File: src/rtl/lsu_pkg.sv
// -----------------------------------------------------------------------------
// lsu_pkg
// Shared definitions for the data-memory load/store unit:
//   - lsu_state_e : access sequencing states
//   - MEM_BYTE / MEM_HALF / MEM_WORD : MEM-stage access size encodings
//   - lane_mask() : byte-lane mask of an access of a given size at lane 0
// -----------------------------------------------------------------------------
package lsu_pkg;

   localparam logic [1:0] MEM_BYTE = 2'b00;
   localparam logic [1:0] MEM_HALF = 2'b01;
   localparam logic [1:0] MEM_WORD = 2'b10;

   typedef enum logic [2:0] {
      ST_IDLE  = 3'd0,
      ST_WAIT0 = 3'd1,
      ST_REQ1  = 3'd2,
      ST_WAIT1 = 3'd3,
      ST_DONE  = 3'd4
   } lsu_state_e;

   // Reserved size 2'b11 behaves as a word access.
   function automatic logic [3:0] lane_mask(input logic [1:0] size);
      logic [3:0] mask;
      case (size)
         MEM_BYTE: mask = 4'b0001;
         MEM_HALF: mask = 4'b0011;
         default:  mask = 4'b1111;
      endcase
      return mask;
   endfunction

endpackage

File: src/rtl/lsu_lane_align.sv
// -----------------------------------------------------------------------------
// lsu_lane_align
// Purely combinational lane steering for the load/store unit.
// Ports:
//   addr   : byte address of the access
//   size   : access size (byte / half / word)
//   wdata  : store data, lane-0 aligned
//   lo, hi : captured read words of beat 0 and beat 1
//   split  : access straddles a word boundary (two beats)
//   addr0/addr1 : word-aligned bus addresses of beat 0 / beat 1
//   be0/be1     : byte enables of beat 0 / beat 1
//   wdata0/wdata1 : lane-shifted store data of beat 0 / beat 1
//   rdata  : {hi, lo} shifted down to lane 0 (not size-masked)
// -----------------------------------------------------------------------------
module lsu_lane_align
   import lsu_pkg::*;
#(
   parameter int ADDR_W = 32
) (
   input  logic [ADDR_W-1:0] addr,
   input  logic [1:0]        size,
   input  logic [31:0]       wdata,
   input  logic [31:0]       lo,
   input  logic [31:0]       hi,
   output logic              split,
   output logic [ADDR_W-1:0] addr0,
   output logic [ADDR_W-1:0] addr1,
   output logic [3:0]        be0,
   output logic [3:0]        be1,
   output logic [31:0]       wdata0,
   output logic [31:0]       wdata1,
   output logic [31:0]       rdata
);

   logic [1:0] off_s;
   logic [7:0] m8_s;
   logic [4:0] sh_lo_s;
   logic [5:0] sh_hi_s;

   assign off_s   = addr[1:0];
   // Lanes 7..4 of the shifted mask belong to the following word.
   assign m8_s    = {4'b0000, lane_mask(size)} << off_s;
   assign split   = |m8_s[7:4];

   assign sh_lo_s = {off_s, 3'b000};
   // 32 - 8*off; a shift by 32 (off = 0) yields zero, which is what beat 1 needs.
   assign sh_hi_s = 6'd32 - {1'b0, off_s, 3'b000};

   assign addr0   = {addr[ADDR_W-1:2], 2'b00};
   // Natural (ADDR_W-2)-bit overflow gives the top-of-memory wrap to 0.
   assign addr1   = {addr[ADDR_W-1:2] + {{(ADDR_W-3){1'b0}}, 1'b1}, 2'b00};

   assign be0     = m8_s[3:0];
   assign be1     = m8_s[7:4];
   assign wdata0  = wdata << sh_lo_s;
   assign wdata1  = wdata >> sh_hi_s;

   // Low 32 bits of ({hi, lo} >> 8*off) without building the 64-bit value.
   assign rdata   = (lo >> sh_lo_s) | (hi << sh_hi_s);

endmodule

File: src/rtl/dmem_lsu.sv
// -----------------------------------------------------------------------------
// dmem_lsu
// Load/store unit between the MEM stage and a ready/valid data-memory bus.
// Splits word-straddling accesses into two beats and stalls the pipeline
// until the access has completed.
// Ports:
//   clk, reset         : clock, synchronous active-high reset
//   i_memRead/i_memWrite/i_memSize/i_addr/i_writeData : MEM-stage request
//   o_stall            : hold IF..MEM while an access is in flight
//   o_readData         : lane-0 aligned load data (valid in DONE, held after)
//   o_misaligned       : pulse in DONE when the access took two beats
//   o_req/o_we/o_addr/o_wdata/o_be : bus request channel
//   i_gnt              : request accepted
//   i_rvalid/i_rdata   : read response channel
// -----------------------------------------------------------------------------
module dmem_lsu
   import lsu_pkg::*;
#(
   parameter int ADDR_W = 32,
   parameter int DATA_W = 32
) (
   input  logic              clk,
   input  logic              reset,
   input  logic              i_memRead,
   input  logic              i_memWrite,
   input  logic [1:0]        i_memSize,
   input  logic [ADDR_W-1:0] i_addr,
   input  logic [DATA_W-1:0] i_writeData,
   output logic              o_stall,
   output logic [DATA_W-1:0] o_readData,
   output logic              o_misaligned,
   output logic              o_req,
   output logic              o_we,
   output logic [ADDR_W-1:0] o_addr,
   output logic [DATA_W-1:0] o_wdata,
   output logic [3:0]        o_be,
   input  logic              i_gnt,
   input  logic              i_rvalid,
   input  logic [DATA_W-1:0] i_rdata
);

   lsu_state_e        state_r;
   lsu_state_e        state_nxt_s;
   logic [31:0]       lo_r;
   logic [31:0]       hi_r;
   logic [31:0]       rdata_hold_r;

   logic              access_s;
   logic              is_write_s;
   logic              split_s;
   logic [ADDR_W-1:0] addr0_s;
   logic [ADDR_W-1:0] addr1_s;
   logic [3:0]        be0_s;
   logic [3:0]        be1_s;
   logic [31:0]       wdata0_s;
   logic [31:0]       wdata1_s;
   logic [31:0]       rdata_s;

   // A simultaneous read and write is handled as a write.
   assign access_s   = i_memRead | i_memWrite;
   assign is_write_s = i_memWrite;

   lsu_lane_align #(
      .ADDR_W (ADDR_W)
   ) u_align (
      .addr   (i_addr),
      .size   (i_memSize),
      .wdata  (i_writeData),
      .lo     (lo_r),
      .hi     (hi_r),
      .split  (split_s),
      .addr0  (addr0_s),
      .addr1  (addr1_s),
      .be0    (be0_s),
      .be1    (be1_s),
      .wdata0 (wdata0_s),
      .wdata1 (wdata1_s),
      .rdata  (rdata_s)
   );

   // State register, read-beat capture and read-data hold.
   always_ff @(posedge clk) begin
      if (reset) begin
         state_r      <= ST_IDLE;
         lo_r         <= 32'h0000_0000;
         hi_r         <= 32'h0000_0000;
         rdata_hold_r <= 32'h0000_0000;
      end else begin
         state_r <= state_nxt_s;
         if ((state_r == ST_WAIT0) && i_rvalid) begin
            lo_r <= i_rdata;
         end
         if ((state_r == ST_WAIT1) && i_rvalid) begin
            hi_r <= i_rdata;
         end
         if (state_r == ST_DONE) begin
            rdata_hold_r <= rdata_s;
         end
      end
   end

   // Next-state sequencing of the one- or two-beat access.
   always_comb begin
      state_nxt_s = state_r;
      case (state_r)
         ST_IDLE: begin
            if (access_s && i_gnt) begin
               if (!is_write_s) begin
                  state_nxt_s = ST_WAIT0;
               end else if (split_s) begin
                  state_nxt_s = ST_REQ1;
               end else begin
                  state_nxt_s = ST_DONE;
               end
            end else begin
               state_nxt_s = ST_IDLE;
            end
         end
         ST_WAIT0: begin
            if (i_rvalid) begin
               state_nxt_s = split_s ? ST_REQ1 : ST_DONE;
            end else begin
               state_nxt_s = ST_WAIT0;
            end
         end
         ST_REQ1: begin
            if (i_gnt) begin
               state_nxt_s = is_write_s ? ST_DONE : ST_WAIT1;
            end else begin
               state_nxt_s = ST_REQ1;
            end
         end
         ST_WAIT1: begin
            if (i_rvalid) begin
               state_nxt_s = ST_DONE;
            end else begin
               state_nxt_s = ST_WAIT1;
            end
         end
         ST_DONE: begin
            // The retiring instruction still drives the request; ignore it.
            state_nxt_s = ST_IDLE;
         end
         default: begin
            state_nxt_s = ST_IDLE;
         end
      endcase
   end

   // Bus request channel and pipeline stall, decoded from state and inputs.
   always_comb begin
      o_req   = 1'b0;
      o_we    = 1'b0;
      o_stall = 1'b0;
      o_addr  = addr0_s;
      o_be    = be0_s;
      o_wdata = wdata0_s;
      case (state_r)
         ST_IDLE: begin
            if (access_s) begin
               o_req   = 1'b1;
               o_we    = is_write_s;
               o_stall = 1'b1;
            end else begin
               o_req   = 1'b0;
               o_stall = 1'b0;
            end
         end
         ST_WAIT0: begin
            o_stall = 1'b1;
         end
         ST_REQ1: begin
            o_req   = 1'b1;
            o_we    = is_write_s;
            o_stall = 1'b1;
            o_addr  = addr1_s;
            o_be    = be1_s;
            o_wdata = wdata1_s;
         end
         ST_WAIT1: begin
            o_stall = 1'b1;
         end
         ST_DONE: begin
            o_stall = 1'b0;
         end
         default: begin
            o_stall = 1'b0;
         end
      endcase
   end

   // Completion outputs: live in DONE, last completed value otherwise.
   always_comb begin
      if (state_r == ST_DONE) begin
         o_readData   = rdata_s;
         o_misaligned = split_s;
      end else begin
         o_readData   = rdata_hold_r;
         o_misaligned = 1'b0;
      end
   end

endmodule

File: config.mk
export PLATFORM = sky130hd
export DESIGN_NAME = dmem_lsu
export DESIGN_NICKNAME = d
export VERILOG_FILES = /design/src/rtl/lsu_pkg.sv /design/src/rtl/lsu_lane_align.sv /design/src/rtl/dmem_lsu.sv
export SDC_FILE = /design/constraint.sdc
export NUM_CORES = 1
export LEC_CHECK = 0
export ABC_CLOCK_PERIOD_IN_PS = 2200
export BUFFER_PORTS_ARGS = -buffer_cell sky130_fd_sc_hd__buf_2
export CORE_MARGIN = 5
export CORE_UTILIZATION = 40
export CTS_BUF_LIST = sky130_fd_sc_hd__clkbuf_16
export DETAILED_ROUTE_END_ITERATION = 8
export GPL_TIMING_DRIVEN = 0
export MAX_ROUTING_LAYER = met4
export PLACE_DENSITY = 0.69
export REMOVE_ABC_BUFFERS = 1
export SLEW_MARGIN = 20
export SYNTH_ARGS = -nofsm -noshare
export SYNTH_HDL_FRONTEND = slang
export SYNTH_SLANG_ARGS = --single-unit
File: constraint.sdc
create_clock -name clk -period 2.2 [get_ports clk]
set_input_delay 0.11 -clock clk [delete_from_list [all_inputs] [get_ports clk]]
set_output_delay 0.11 -clock clk [all_outputs]
set_load 0.02 [all_outputs]
-- Yosys cells after proc, flatten, opt, wreduce, memory -nomap -nowiden
Index checks and enable logic that the tools add are counted.
- flip-flop bits (word level): 99
- word-level logic and storage cells: 44
- input bits: 104
- output and inout port bits: 104
- $add $sub $neg: 2
- shift operators: 5
- bitwise gates (word level): 2
- reduce and logical (&&, ||, !) cells: 7
- multiplexer cells: 19
- eq/ne operators: 5
- operators with widths (cell ; number):
    $mux W32 ; 3
    $or A32 B32 Y32 ; 1
    $shl A32 B5 Y32 ; 1
    $shl A32 B6 Y32 ; 1
    $shr A32 B5 Y32 ; 1
    $shr A32 B6 Y32 ; 1
    $add A30 B1 Y30 const B ; 1
    $mux W3 ; 7
    $pmux W3 S4 ; 1
    $pmux W4 S2 ; 1
    $shl A4 B2 Y8 ; 1
    $eq A3 B2 Y1 const B ; 2
    $pmux W1 S2 ; 3
    $sub A6 B5 Y6 const A ; 1
    $mux W4 ; 1
    $reduce_or A4 Y1 ; 1
    $eq A3 B1 Y1 const B ; 1
    $eq A3 B3 Y1 const B ; 1
    $logic_and A1 B1 Y1 ; 3
    $logic_not A3 Y1 ; 1
    $mux W1 ; 3
    $reduce_or A3 Y1 ; 1
    $eq A2 B1 Y1 const B ; 1
    $logic_not A2 Y1 ; 1
    $or A1 B1 Y1 ; 1

-- Longest topological paths before layout
- word-level depth: 8
- gate-level depth with buffers: 12
- mapped depth without buffers: 6

-- Cells and area by module
A second synthesis with hierarchy kept.
- cell total of the unflattened synthesis: 968
- area total of the unflattened synthesis: 7561.0 µm²
- by module, submodules not included (module ; seq. area each (µm²) ; times used ; cells each ; area each (µm²)):
    dmem_lsu ; 1981.9 ; 1 ; 488 ; 4576.9
    lsu_lane_align ; 0.0 ; 1 ; 480 ; 2984.1

-- Least setup slack after synthesis
No wires, ideal clock.
- kind: input to output
- start: input i_addr[1]
- end: output o_wdata[16]
- stages: 11
- data required time: 2.090 ns
- slack: -0.278 ns
- data arrival time: 2.368 ns
- path buffers: 6
- cell sequence: buf_2 -> buf_4 -> inv_1 -> buf_2 -> ha_1 -> or4b_1 -> buf_2 -> or2_1 -> buf_6 -> buf_6 -> o22ai_1
- cells in the longest elaborated chain, start to end: 3
- elaborated cells on any way between the ends: 4
- those cells by class: add/sub (1); shift (2); mux (1)
- ends and longest elaborated chain (what ; RTL line ; RTL):
    from (decl) ; dmem_lsu.sv:27 ; input logic [ADDR_W-1:0] i_addr,
    $sub A6 B5 Y6 ; lsu_lane_align.sv:47 ; assign sh_hi_s = 6'd32 - {1'b0, off_s, 3'b000};
    $shr A32 B6 Y32 ; lsu_lane_align.sv:56 ; assign wdata1 = wdata >> sh_hi_s;
    $mux W32 (*) ; dmem_lsu.sv:158 ; case (state_r)
    to (decl) ; dmem_lsu.sv:35 ; output logic [DATA_W-1:0] o_wdata,
Mark *: on every way between the ends. The rest lies on a longest branch, timed or not.

-- Final worst setup path
- start: register state_r[2]
- end: output o_wdata[27]
- cells in the longest elaborated chain, start to end: 2
- ends and longest elaborated chain (what ; RTL line ; RTL):
    from (decl) ; dmem_lsu.sv:42 ; lsu_state_e state_r;
    from (signal assigned) ; dmem_lsu.sv:89 ; state_r <= state_nxt_s;
    $eq A3 B2 Y1 ; dmem_lsu.sv:158 ;
    $mux W32 ; dmem_lsu.sv:158 ;
No other way between the ends.

==> metrics.md <==
| Metric | Value |
|---|---|
| Total power | `0.00468 W` |
| Row count | `47` |
| CTS clk-pin slew, worst paths | `0.06 ns` |
| First-pass GRT wire length | `35400 um` |
| Syn Inst Count | `890` |
| Sequential share of the synthesized area | `30.0%` |
| Fmax | `466 MHz` |
| Layout area overhead | `28.6%` |
| Distinct cell type count after synthesis | `52` |
| Top post-synthesis cells by area | `dfxtp_1 (30%), nand2_1 (11%), a21oi_1 (8.6%), mux2i_1 (7.9%), mux2_2 (5.3%)` |
| Post-Synth XOR/XNOR Area | `3.98%` |
| CP Max Fanout | `8` |
| Final nets | `1178` |
| Die width | `139 um` |
| Final worst setup slack | `0.0562 ns` |
| Sinks on Clock Net | `99` |
| Vias in the first global route | `6777` |
| DRT Wirelength | `22600 um` |
| CP delay by family, top | `simple AND/OR/NAND/NOR gates` |
| Post-Synth Simple-Gate Area | `23.7%` |
| GRT Util Overall | `22.7%` |
| Die area | `19200 um2` |
| Crit. path cell count | `5` |
| Final period utilization | `97.4%` |
| # setup viols final | `0` |
| Outcome | `completed` |
| Seq cells post-synth | `99` |
| Flop2flop setup slack | `0.29 ns` |
| Die Y | `139 um` |
| Max-cap violations | `0` |
| Initial core utilization | `40.3%` |
| Clock insertion delay at the later pin of the skew report | `0.34 ns` |
| Kind of critical path | `flop to output pin` |
| Initial drt markers | `536` |
| Worst Setup Start Kind | `flop` |
| R2R Path Start | `state_r[2]$_SDFF_PP0_` |
| Critical Path AT | `2.03 ns` |
| I/O pins | `208` |
| Slew of the pin with the lowest slew margin | `0.802 ns` |
| GRT overflow | `0` |
| Clock Skew | `0.00359 ns` |
| Pin count of the biggest net entering global routing | `70` |
| Gpl congestion | `0.927` |
| Largest family of logic cells by synthesized area | `simple AND/OR/NAND/NOR gates` |
| CTS Buf Count | `9` |
| CTS tree | `yes` |
| Initial antenna violation count | `2` |
| Synth Area in Adders | `0.379%` |
| Peak supply drop | `0.463 mV` |
| Crit path buffers/inverters | `1` |
| Worst Hold Class | `primary input to flop` |
| Commonest cells post-synth | `nand2_1 (201), a21oi_1 (114), dfxtp_1 (99)` |
| Drt drc | `0` |
| Vias per cell | `5.53` |
| Worst Setup End Kind | `output pin` |
| Core Util, Final | `51.8%` |
| Setup TNS | `0 ns` |
| CP startpoint | `state_r[2]$_SDFF_PP0_` |
| Post-synth ARST share | `0%` |
| Fin crit period | `2.14 ns` |
| Worst Path Required | `2.09 ns` |
| Fin. Hold Viols | `0` |
| Final ANT Viol Nets | `0` |
| Proportion of netlist area held by the largest area contributor | `30.0%` |
| Slowest stage delay, CP | `0.59 ns` |
| Area leader, netlist | `dfxtp_1` |
| Final hold slack | `0.0108 ns` |
| Mapped Area | `6610 um2` |
| Syn. warnings | `0` |
| P per Cell Area | `551 nW/um2` |
| Reg2Reg Depth | `7` |
| Port Buf Inserts | `205` |
| Vias | `7187` |
| Mean Syn Cell Area | `7.42 um2` |
| Root Buffer | `clkbuf_16` |
| Top_reg_cell synth | `dfxtp_1` |
| Slew headroom | `46.3%` |
| Leak pwr | `3.64 nW` |
| H-tree depth | `3` |
| Critical path endpoint | `o_wdata[27]` |
| Post-DP HPWL | `15500 um` |
| DR WL/cell | `17.4 um` |
| Longest Clk Path Bufs | `2` |
| Core ar. | `16400 um2` |
| Count of flip-flops with a built-in enable after synthesis | `0` |
| Layout cells sized above 1 | `30.0%` |
| Max Slew Vio Count | `0` |
| CP max stage cell | `or4b_4` |
| RR Endpoint | `lo_r[25]$_SDFFE_PP0P_` |
| Crit-path cells | `or4b_4, or2_4, nor2_1, o22a_1, buf_4` |
| Compound-Gate Fraction of Synth Area | `22.8%` |
| Fill cell count | `1608` |
| Pre-antenna DRT Iters | `5` |
| Most common cell in the netlist | `nand2_1` |
| Mux share of post-synthesis cell area | `13.2%` |
| DP Worst Slack | `-1.37 ns` |
==> cells by family (layout without fill, tap and decap cells) <==
group | Yosys count | after routing
adder cells (fa/ha/maj) | 2 | 2
XOR/XNOR | 30 | 30
buffers and inverters | 87 | 272
AND/OR/NAND/NOR | 348 | 349
multiplexers | 83 | 83
AO/OA/AOI/OAI | 240 | 240
other | 1 | 4
flip-flops | 99 | 99
==> sequential cells by signal, indices dropped and copies added (netlist names) <==
register      count
hi_r             32
rdata_hold_r     32
state_r           3
lo_r             32
==> power by group <==
group | switching (W) | internal, W | leakage (nW)
registers | 0.0000253 | 0.00183 | 0.802
logic | 0.000793 | 0.000491 | 2.69
clock network | 0.000671 | 0.000867 | 0.146
total | 0.00149 | 0.00319 | 3.64
==> area by class of cell <==
cell class                 instances  area, um2  share of cell area, %
multi-input combinational        706       4380                   51.5
sequential                        99       1990                   23.5
timing repair buffer             243       1510                   17.8
tap                              220        275                   3.24
clock buffer                       9        225                   2.65
clock inverter                     7       58.8                  0.692
inverter                          13       52.6                  0.619
antenna                            2       5.00                 0.0589
==> worst reg2reg max path, stage by stage, from the launching register on <==
cell     delay (ns)
dfxtp_4        0.37
buf_4          0.14
buf_4          0.12
nor3_2         0.52
buf_4          0.29
buf_4          0.21
nand2_1        0.08
a21oi_1        0.11
==> per-layer routing <==
| metal | GRT usage, % | routed length (um) | vias up |
|---|---|---|---|
| li1 | - | - | 3510 |
| met1 | 28.7 | 9740 | 3340 |
| met2 | 37.3 | 10600 | 299 |
| met3 | 4.14 | 1730 | 38 |
| met4 | 6.60 | 497 | 0 |
| met5 | - | 0 | - |
==> cells in the final DEF (no fill, tap or decap), drive strengths merged, types with 2 or more instances in the layout <==
master | Yosys | routed
o22ai | 26 | 26
and3 | 3 | 3
nor2 | 57 | 57
a32o | 8 | 8
nand2 | 202 | 202
mux2 | 31 | 31
nor2b | 20 | 20
a211o | 16 | 16
inv | 13 | 12
mux2i | 52 | 52
nor3 | 16 | 16
xnor2 | 13 | 13
a21oi | 114 | 114
o21ai | 20 | 20
a211oi | 22 | 22
clkbuf | 43 | 10
a31oi | 7 | 7
dfxtp | 99 | 99
a22oi | 7 | 7
buf | 31 | 240
clkinv | 0 | 6
o2bb2ai | 2 | 2
ha | 2 | 2
a222oi | 7 | 7
o22a | 7 | 7
or2 | 2 | 3
xor2 | 17 | 17
nand2b | 7 | 7
nor3b | 4 | 4
nor4 | 3 | 3
nand3 | 11 | 11
and4 | 8 | 8
and2 | 5 | 5
nand4 | 6 | 6
conb | 1 | 2
diode | 0 | 2
==> worst min path at each step <==
stage	start	to	slack (ns)	cells after the start
after global placement	i_rdata[7]	lo_r[7]$_SDFFE_PP0P_	0.36	3
after floorplan	reset	hi_r[0]$_SDFFE_PP0P_	0.18	1
final	i_rdata[9]	lo_r[9]$_SDFFE_PP0P_	0.01	3
after CTS	i_rdata[9]	lo_r[9]$_SDFFE_PP0P_	0.003	3
after global routing	i_rdata[7]	lo_r[7]$_SDFFE_PP0P_	0.01	3
after detailed placement	i_rdata[6]	lo_r[6]$_SDFFE_PP0P_	0.37	3
==> stage by stage <==
step	area, um2	instances
after detailed placement	7830	1259
after CTS	8350	1286
after global routing	8490	1299
after global placement	7570	1242
final	8490	1299
after floorplan	6260	817
==> repair_timing <==
item | 4_1_cts | 5_1_grt
pin swaps | 2 | 5
resized for setup | 37 | 9
buffers inserted | 8 | 10
gates cloned | 2 | 1
endpoints found under the hold margin | 2 | 0
hold buffers | 1 | 0
setup endpoints to repair | 126 | 31
Power figures use the tool's default switching activity.
